[src/rtl/wb_arb_pkg.sv]
// Shared types and constants for the two-master Wishbone memory arbiter.
package wb_arb_pkg;

  typedef enum logic [1:0] {
    A_IDLE,
    A_GNT0,
    A_GNT1,
    A_ABORT
  } arb_state_t;

  localparam int M0 = 0;
  localparam int M1 = 1;

  function automatic logic [1:0] onehot(input int idx);
    return (idx == M0) ? 2'b01 : 2'b10;
  endfunction

endpackage

[src/rtl/if_wb.sv]
// Pipelined Wishbone bus bundle; dat_m flows master->slave, dat_s flows slave->master.
interface if_wb #(
  parameter int AWIDTH = 32,
  parameter int DWIDTH = 32
);
  logic                  cyc;
  logic                  stb;
  logic                  we;
  logic [AWIDTH-1:0]     adr;
  logic [DWIDTH/8-1:0]   sel;
  logic [DWIDTH-1:0]     dat_m;
  logic [DWIDTH-1:0]     dat_s;
  logic                  ack;
  logic                  stall;

  modport master (output cyc, stb, we, adr, sel, dat_m, input dat_s, ack, stall);
  modport slave  (input cyc, stb, we, adr, sel, dat_m, output dat_s, ack, stall);
endinterface

[src/rtl/wb_watchdog.sv]
// Hang detector: counts enabled cycles since the last clear and pulses expire on the
// cycle the count reaches TIMEOUT-1 without a clear.
module wb_watchdog #(
  parameter int TIMEOUT = 1024
) (
  input  logic clk_i,
  input  logic rst_i,
  input  logic clr_i,
  input  logic en_i,
  output logic expire_o
);

  localparam int CW = $clog2(TIMEOUT);
  localparam logic [CW-1:0] LAST = CW'(TIMEOUT - 1);

  logic [CW-1:0] cnt_q;
  logic [CW-1:0] cnt_d;

  always_comb begin
    cnt_d = cnt_q;
    if (clr_i)
      cnt_d = '0;
    else if (en_i)
      cnt_d = cnt_q + CW'(1);
  end

  always_ff @(posedge clk_i or posedge rst_i) begin
    if (rst_i)
      cnt_q <= '0;
    else
      cnt_q <= cnt_d;
  end

  // A clear (an ack) in the final cycle overrides expiry.
  assign expire_o = en_i & ~clr_i & (cnt_q == LAST);

endmodule

[src/rtl/wb_mem_arbiter.sv]
// Two-master to one-slave pipelined Wishbone arbiter: round-robin, grant locked for a whole
// cyc, one idle turnaround cycle between owners, hang watchdog and per-master ack counters.
module wb_mem_arbiter
  import wb_arb_pkg::*;
#(
  parameter int AWIDTH   = 32,
  parameter int DWIDTH   = 32,
  parameter int TIMEOUT  = 1024,
  parameter int CNTWIDTH = 32
) (
  input  logic                clk_i,
  input  logic                rst_i,
  if_wb.slave                 m0,
  if_wb.slave                 m1,
  if_wb.master                mem,
  output logic [1:0]          grant,
  output logic                timeout,
  output logic [CNTWIDTH-1:0] ackcnt0,
  output logic [CNTWIDTH-1:0] ackcnt1
);

  arb_state_t          state_q;
  logic                last_q;
  logic [1:0]          grant_q;
  logic [CNTWIDTH-1:0] ackCnt0_q;
  logic [CNTWIDTH-1:0] ackCnt1_q;

  logic [DWIDTH-1:0]   m0DatM;
  logic [DWIDTH-1:0]   m1DatM;
  logic [DWIDTH-1:0]   memDatS;
  logic [DWIDTH-1:0]   memDatM;
  logic [DWIDTH-1:0]   m0DatS;
  logic [DWIDTH-1:0]   m1DatS;
  logic [AWIDTH-1:0]   memAdr;
  logic [DWIDTH/8-1:0] memSel;
  logic                memCyc, memStb, memWe;
  logic                m0Stall, m0Ack, m1Stall, m1Ack;
  logic                granted, ownerCyc, wdogClr, expire;

  assign m0DatM  = m0.dat_m;
  assign m1DatM  = m1.dat_m;
  assign memDatS = mem.dat_s;

  assign granted  = (state_q == A_GNT0) || (state_q == A_GNT1);
  assign ownerCyc = grant_q[M1] ? m1.cyc : m0.cyc;
  assign wdogClr  = ~granted | mem.ack;

  wb_watchdog #(.TIMEOUT(TIMEOUT)) uWdog (
    .clk_i    (clk_i),
    .rst_i    (rst_i),
    .clr_i    (wdogClr),
    .en_i     (granted),
    .expire_o (expire)
  );

  // Arbitration FSM; last_q names the previous owner so a tie goes to the other master.
  always_ff @(posedge clk_i or posedge rst_i) begin
    if (rst_i) begin
      state_q   <= A_IDLE;
      last_q    <= 1'b1;
      grant_q   <= 2'b00;
      ackCnt0_q <= '0;
      ackCnt1_q <= '0;
    end else begin
      if (state_q == A_GNT0 && mem.ack)
        ackCnt0_q <= ackCnt0_q + CNTWIDTH'(1);
      if (state_q == A_GNT1 && mem.ack)
        ackCnt1_q <= ackCnt1_q + CNTWIDTH'(1);
      unique case (state_q)
        A_IDLE: begin
          if (m0.cyc && (!m1.cyc || last_q)) begin
            state_q <= A_GNT0;
            grant_q <= onehot(M0);
            last_q  <= 1'b0;
          end else if (m1.cyc) begin
            state_q <= A_GNT1;
            grant_q <= onehot(M1);
            last_q  <= 1'b1;
          end
        end
        A_GNT0, A_GNT1: begin
          if (!ownerCyc) begin
            state_q <= A_IDLE;
            grant_q <= 2'b00;
          end else if (expire) begin
            state_q <= A_ABORT;
          end
        end
        A_ABORT: begin
          if (!ownerCyc) begin
            state_q <= A_IDLE;
            grant_q <= 2'b00;
          end
        end
      endcase
    end
  end

  // Owner is wired straight through; everyone else sees stall and no ack.
  always_comb begin
    memCyc  = 1'b0;
    memStb  = 1'b0;
    memWe   = 1'b0;
    memAdr  = '0;
    memSel  = '0;
    memDatM = '0;
    m0Stall = 1'b1;
    m0Ack   = 1'b0;
    m0DatS  = '0;
    m1Stall = 1'b1;
    m1Ack   = 1'b0;
    m1DatS  = '0;
    unique case (state_q)
      A_GNT0: begin
        memCyc  = m0.cyc;
        memStb  = m0.stb;
        memWe   = m0.we;
        memAdr  = m0.adr;
        memSel  = m0.sel;
        memDatM = m0DatM;
        m0Stall = mem.stall;
        m0Ack   = mem.ack;
        m0DatS  = memDatS;
      end
      A_GNT1: begin
        memCyc  = m1.cyc;
        memStb  = m1.stb;
        memWe   = m1.we;
        memAdr  = m1.adr;
        memSel  = m1.sel;
        memDatM = m1DatM;
        m1Stall = mem.stall;
        m1Ack   = mem.ack;
        m1DatS  = memDatS;
      end
      default: ;
    endcase
  end

  assign mem.cyc   = memCyc;
  assign mem.stb   = memStb;
  assign mem.we    = memWe;
  assign mem.adr   = memAdr;
  assign mem.sel   = memSel;
  assign mem.dat_m = memDatM;
  assign m0.stall  = m0Stall;
  assign m0.ack    = m0Ack;
  assign m0.dat_s  = m0DatS;
  assign m1.stall  = m1Stall;
  assign m1.ack    = m1Ack;
  assign m1.dat_s  = m1DatS;

  assign grant   = grant_q;
  assign timeout = expire;
  assign ackcnt0 = ackCnt0_q;
  assign ackcnt1 = ackCnt1_q;

endmodule

[src/flat_wrapper.sv]
// flat-port wrapper written by rule: the top's interface ports become plain ports
module wb_mem_arbiter_flat import wb_arb_pkg::*;
#(
  parameter int AWIDTH   = 32,
  parameter int DWIDTH   = 32,
  parameter int TIMEOUT  = 1024,
  parameter int CNTWIDTH = 32
)
  (clk_i, rst_i, grant, timeout, ackcnt0, ackcnt1, m0_cyc, m0_stb, m0_we, m0_adr, m0_sel, m0_dat_m, m0_dat_s, m0_ack, m0_stall, m1_cyc, m1_stb, m1_we, m1_adr, m1_sel, m1_dat_m, m1_dat_s, m1_ack, m1_stall, mem_cyc, mem_stb, mem_we, mem_adr, mem_sel, mem_dat_m, mem_dat_s, mem_ack, mem_stall);
  if_wb #(.AWIDTH(AWIDTH), .DWIDTH(DWIDTH)) m0_i ();
  if_wb #(.AWIDTH(AWIDTH), .DWIDTH(DWIDTH)) m1_i ();
  if_wb #(.AWIDTH(AWIDTH), .DWIDTH(DWIDTH)) mem_i ();
  input  logic clk_i;
  input  logic rst_i;
  output logic [1:0] grant;
  output logic timeout;
  output logic [CNTWIDTH-1:0] ackcnt0;
  output logic [CNTWIDTH-1:0] ackcnt1;
  input wire logic [$bits(m0_i.cyc)-1:0] m0_cyc;
  input wire logic [$bits(m0_i.stb)-1:0] m0_stb;
  input wire logic [$bits(m0_i.we)-1:0] m0_we;
  input wire logic [$bits(m0_i.adr)-1:0] m0_adr;
  input wire logic [$bits(m0_i.sel)-1:0] m0_sel;
  input wire logic [$bits(m0_i.dat_m)-1:0] m0_dat_m;
  output wire logic [$bits(m0_i.dat_s)-1:0] m0_dat_s;
  output wire logic [$bits(m0_i.ack)-1:0] m0_ack;
  output wire logic [$bits(m0_i.stall)-1:0] m0_stall;
  input wire logic [$bits(m1_i.cyc)-1:0] m1_cyc;
  input wire logic [$bits(m1_i.stb)-1:0] m1_stb;
  input wire logic [$bits(m1_i.we)-1:0] m1_we;
  input wire logic [$bits(m1_i.adr)-1:0] m1_adr;
  input wire logic [$bits(m1_i.sel)-1:0] m1_sel;
  input wire logic [$bits(m1_i.dat_m)-1:0] m1_dat_m;
  output wire logic [$bits(m1_i.dat_s)-1:0] m1_dat_s;
  output wire logic [$bits(m1_i.ack)-1:0] m1_ack;
  output wire logic [$bits(m1_i.stall)-1:0] m1_stall;
  output wire logic [$bits(mem_i.cyc)-1:0] mem_cyc;
  output wire logic [$bits(mem_i.stb)-1:0] mem_stb;
  output wire logic [$bits(mem_i.we)-1:0] mem_we;
  output wire logic [$bits(mem_i.adr)-1:0] mem_adr;
  output wire logic [$bits(mem_i.sel)-1:0] mem_sel;
  output wire logic [$bits(mem_i.dat_m)-1:0] mem_dat_m;
  input wire logic [$bits(mem_i.dat_s)-1:0] mem_dat_s;
  input wire logic [$bits(mem_i.ack)-1:0] mem_ack;
  input wire logic [$bits(mem_i.stall)-1:0] mem_stall;
  assign m0_i.cyc = m0_cyc;
  assign m0_i.stb = m0_stb;
  assign m0_i.we = m0_we;
  assign m0_i.adr = m0_adr;
  assign m0_i.sel = m0_sel;
  assign m0_i.dat_m = m0_dat_m;
  assign m0_dat_s = m0_i.dat_s;
  assign m0_ack = m0_i.ack;
  assign m0_stall = m0_i.stall;
  assign m1_i.cyc = m1_cyc;
  assign m1_i.stb = m1_stb;
  assign m1_i.we = m1_we;
  assign m1_i.adr = m1_adr;
  assign m1_i.sel = m1_sel;
  assign m1_i.dat_m = m1_dat_m;
  assign m1_dat_s = m1_i.dat_s;
  assign m1_ack = m1_i.ack;
  assign m1_stall = m1_i.stall;
  assign mem_cyc = mem_i.cyc;
  assign mem_stb = mem_i.stb;
  assign mem_we = mem_i.we;
  assign mem_adr = mem_i.adr;
  assign mem_sel = mem_i.sel;
  assign mem_dat_m = mem_i.dat_m;
  assign mem_i.dat_s = mem_dat_s;
  assign mem_i.ack = mem_ack;
  assign mem_i.stall = mem_stall;
  wb_mem_arbiter #(.AWIDTH(AWIDTH), .DWIDTH(DWIDTH), .TIMEOUT(TIMEOUT), .CNTWIDTH(CNTWIDTH)) u_core (.clk_i(clk_i), .rst_i(rst_i), .m0(m0_i), .m1(m1_i), .mem(mem_i), .grant(grant), .timeout(timeout), .ackcnt0(ackcnt0), .ackcnt1(ackcnt1));
endmodule
[config.mk]
export PLATFORM = sky130hd
export DESIGN_NAME = wb_mem_arbiter_flat
export DESIGN_NICKNAME = d
export VERILOG_FILES = /design/src/rtl/wb_arb_pkg.sv /design/src/rtl/if_wb.sv /design/src/rtl/wb_watchdog.sv /design/src/rtl/wb_mem_arbiter.sv /design/src/flat_wrapper.sv
export SDC_FILE = /design/constraint.sdc
export NUM_CORES = 1
export LEC_CHECK = 0
export BUFFER_PORTS_ARGS = -buffer_cell sky130_fd_sc_hd__buf_2
export CORE_AREA = 2 2 147 149
export CTS_BUF_LIST = sky130_fd_sc_hd__clkbuf_8
export CTS_CLUSTER_SIZE = 12
export DETAILED_ROUTE_END_ITERATION = 7
export DIE_AREA = 0 0 149 151
export PLACE_DENSITY = 0.54
export SYNTH_ARGS = -nofsm -noshare
export SYNTH_HDL_FRONTEND = slang
export SYNTH_SLANG_ARGS = --single-unit
[constraint.sdc]
create_clock -name clk_i -period 2.05 [get_ports clk_i]
set_clock_uncertainty 0.1 [all_clocks]
set_input_delay 0.1025 -clock clk_i [delete_from_list [all_inputs] [get_ports clk_i]]
set_output_delay 0.1025 -clock clk_i [all_outputs]
set_load 0.02 [all_outputs]
==> impl_metrics.py <==
metrics = {
    "status": {
        "status": "finished with violations",
        "violations": "negative setup slack",
    },
    "layout": {
        "num_antenna_cells": 0,
        "finalNetCount": 1169,
        "finalInstanceArea_sq_um": 8800,
        "drive_gt1_share_pct": 52.0,
        "syn_to_final_growth_pct": 69.0,
        "final.fill_count": 2149,
        "fin_util_pct": 42.2,
    },
    "place": {
        "placed_cell_area_sq_um": 7690,
        "dp_hpwl_microns": 16900,
        "pre_cts_ws_ns": 0.0173,
        "place_congestion": 0.828,
        "port_buffers": 383,
    },
    "floorplanning": {
        "num_rows": 53,
        "die_w_microns": 149,
        "die_h_microns": 151,
        "coreArea_sq_um": 20800,
        "ios": 384,
        "initial_utilization_pct": 25.0,
        "die_area_sq_um": 22500,
    },
    "grt": {
        "grt_start_max_net_pins": 56,
        "first_global_vias": 5300,
        "grtUsageTotal_pct": 18.0,
        "grt_antenna_before_repair": 5,
        "grt_pass1_wl_microns": 31500,
        "grt_overflow_total": 0,
    },
    "yosys": {
        "syn_inst": 571,
        "syn_area_per_cell_sq_um": 9.12,
        "synth_compound_area_share_pct": 11.9,
        "yosys.cell_types.count": 41,
        "synth_top_family_by_area": "simple AND/OR/NAND/NOR gates",
        "syn_nets": 757,
        "ys.flop_type": "dfrtp_1",
        "synthMuxAreaShare_pct": 1.06,
        "yosys.area.top_type": "dfrtp_1",
        "synth_most_common_cell": "dfrtp_1",
        "ys_seq_area_share_pct": 38.0,
        "synth_adder_area_share_pct": 1.92,
        "syn-cell-area_sq_um": 5200,
        "synth_top_area_share_pct": 37.5,
        "synth-edff-count": 0,
        "yosysWarnings": 0,
        "netlist_top_cells_count": "dfrtp_1, nor2b_1, a22oi_1, and2_1, xnor2_1",
        "synthTopCellsByArea": "dfrtp_1, a22oi_1, nor2b_1, and2_1, xnor2_1",
        "synthSimpleGateAreaFrac_pct": 31.5,
        "synth_xor_area_share_pct": 11.4,
        "async_flop_share_pct": 100,
        "ys_ff_latch": 79,
    },
    "clock_network": {
        "numCtsBuffers": 9,
        "root_buffer": "clkbuf_8",
        "cts_buffer_depth": 2,
        "clkSlewWorstSetupHoldPaths_ns": 0.09,
        "cts.sinks": 79,
        "cts_tree": "yes",
        "htree_levels": 3,
        "clk-insertion-delay-late_ns": 0.35,
    },
    "pwr": {
        "combPwrFrac_pct": 70.4,
        "cellPowerDensity_nw_per_um2": 1180,
        "power_w": 0.0104,
        "seqPwrFrac_pct": 17.9,
        "internal_power_w": 0.00562,
        "p_clk_share_pct": 11.7,
        "sw_frac_of_total_pct": 46.1,
        "power.leakage_nw": 4.49,
        "vdd_drop_max_uv": 464,
        "p_sw_w": 0.00480,
    },
    "routing": {
        "dr_total_vias": 5791,
        "drt_iter0_markers": 247,
        "routed-wl-met3_microns": 1780,
        "final_antenna_net_count": 0,
        "drt_wl_total_microns": 23700,
        "met1Wirelength_microns": 9850,
        "dr.pass1.iters": 4,
        "drc_errors": 0,
        "highest_layer": "met5",
        "wl_per_cell_microns": 18.8,
        "viasPerCell": 4.59,
        "dr_wl_met2_microns": 11700,
    },
    "timing": {
        "rsz0062_at_grt": "true",
        "period_needed_ns": 2.08,
        "fmax_ghz": 0.481,
        "setup_viol": 4,
        "relSlewSlack_pct": 57.1,
        "timing.final.ws_setup_ns": -0.0309,
        "worst_pin_slew_ns": 0.642,
        "period_share_pct": 102,
        "slew_violations": 0,
        "hold_viol": 0,
    },
    "critical_path": {
        "timing.critical_path.cells": "ha_4 > buf_8 > buf_16 > a22oi_2 > nor2b_1 > buf_4",
        "cp.arrival_ns": 1.88,
        "required_ns": 1.85,
        "crit_buf_inv": 3,
        "crit_family": "buffers and inverters",
        "cp_slowest_stage_delay_ns": 0.44,
        "cp_max_fo": 7,
        "cp_slowest_cell": "dfrtp_1",
        "crit_type": "reg -> out",
        "endpoint_kind": "output port",
        "start_kind": "flop",
    },
    "run": {
        "max_cap_violations": 0,
    },
    "worst_hold_path": {
        "hp-class": "in -> reg",
    },
}
==> area by class of cell <==
cell class / instances / area, sq um / area share, %
sequential: 79 / 1980 / 22.5
inverter: 16 / 63.8 / 0.725
clock inverter: 6 / 68.8 / 0.782
tap: 275 / 344 / 3.91
multi-input combinational: 437 / 3290 / 37.3
timing repair buffer: 440 / 2920 / 33.2
clock buffer: 10 / 138 / 1.56
==> what timing repair did <==
item	CTS	global route
hold endpoints to repair	27	0
gates resized for setup	20	138
setup endpoints to repair	75	113
buffers inserted	2	12
hold buffers	4	0
pin swaps	5	13
cloned	2	9
==> power groups by stage <==
stage          clock [W]  sequential, W  combinational, W
6_report         0.00122        0.00187           0.00734
5_1_grt          0.00131        0.00189           0.00779
4_1_cts          0.00125        0.00186           0.00613
3_5_place_dp           0        0.00189           0.00573
3_3_place_gp           0        0.00189           0.00571
2_1_floorplan          0        0.00201           0.00349
==> cells by family (layout without fill, tap and decap cells) <==
family	Yosys count	count (layout)
xor+xnor	68	68
compound gates	86	86
fa+ha+maj	8	8
flops	79	79
buf+inv	55	472
mux	5	5
simple gates	270	270
==> cell usage in the layout (no fill, tap or decap), types with 13 or more instances in the layout <==
master and count:
buf_2 302, buf_4 93, dfrtp_1 78, nor2b_1 72, and2_1 57, a22oi_1 50, xnor2_1 46, nand2_1 25
xor2_1 22, a22oi_2 21, buf_6 21, nand3_1 20, nand4_1 20, nor2_1 18, inv_1 13
==> registers in the layout, summed over array words and instances, names as in the netlist <==
signal	flops
u_core.ackcnt1	32
u_core.last_q	1
u_core.state_q	2
u_core.grant	2
u_core.uWdog.cnt_q	10
u_core.ackcnt0	32
==> final timing paths <==
kind	slack, ns	cells past startpoint	end	from
setup / recovery	-0.03	6	mem_dat_m[13]	u_core.state_q[1]
hold / removal	0.15	4	u_core.ackcnt1[2]	mem_ack
setup reg to reg	-0.02	7	u_core.ackcnt1[31]	u_core.state_q[0]
hold reg to reg	0.37	1	u_core.ackcnt1[31]	u_core.ackcnt1[31]
max in group asynchronous	0.95	4	u_core.last_q	rst_i
min in group asynchronous	0.28	3	u_core.ackcnt0[15]	rst_i
==> per-layer routing <==
metal	vias up	track usage, %
met5	-	0
met4	8	3.43
met3	32	5.72
met2	205	29.7
met1	2732	23.4
li1	2814	-
==> metrics by stage <==
step | std cells | hold WS (ns) | setup TNS [ns]
after global routing | 1263 | 0.144 | -2.28
final | 1263 | 0.148 | -0.0651
after CTS | 1243 | 0.133 | -1.43
after detailed placement | 1219 | 0.125 | 0
after global placement | 1219 | 0.121 | 0
after floorplan | 571 | 0.0755 | 0
==> worst reg2reg max path: stages (launching register included) <==
cell,delay (ns)
dfrtp_1,0.39
inv_2,0.11
ha_4,0.20
nand4_2,0.12
or4_4,0.58
buf_4,0.18
nor4_4,0.14
xor2_1,0.16
Power figures use the tool's default switching activity.
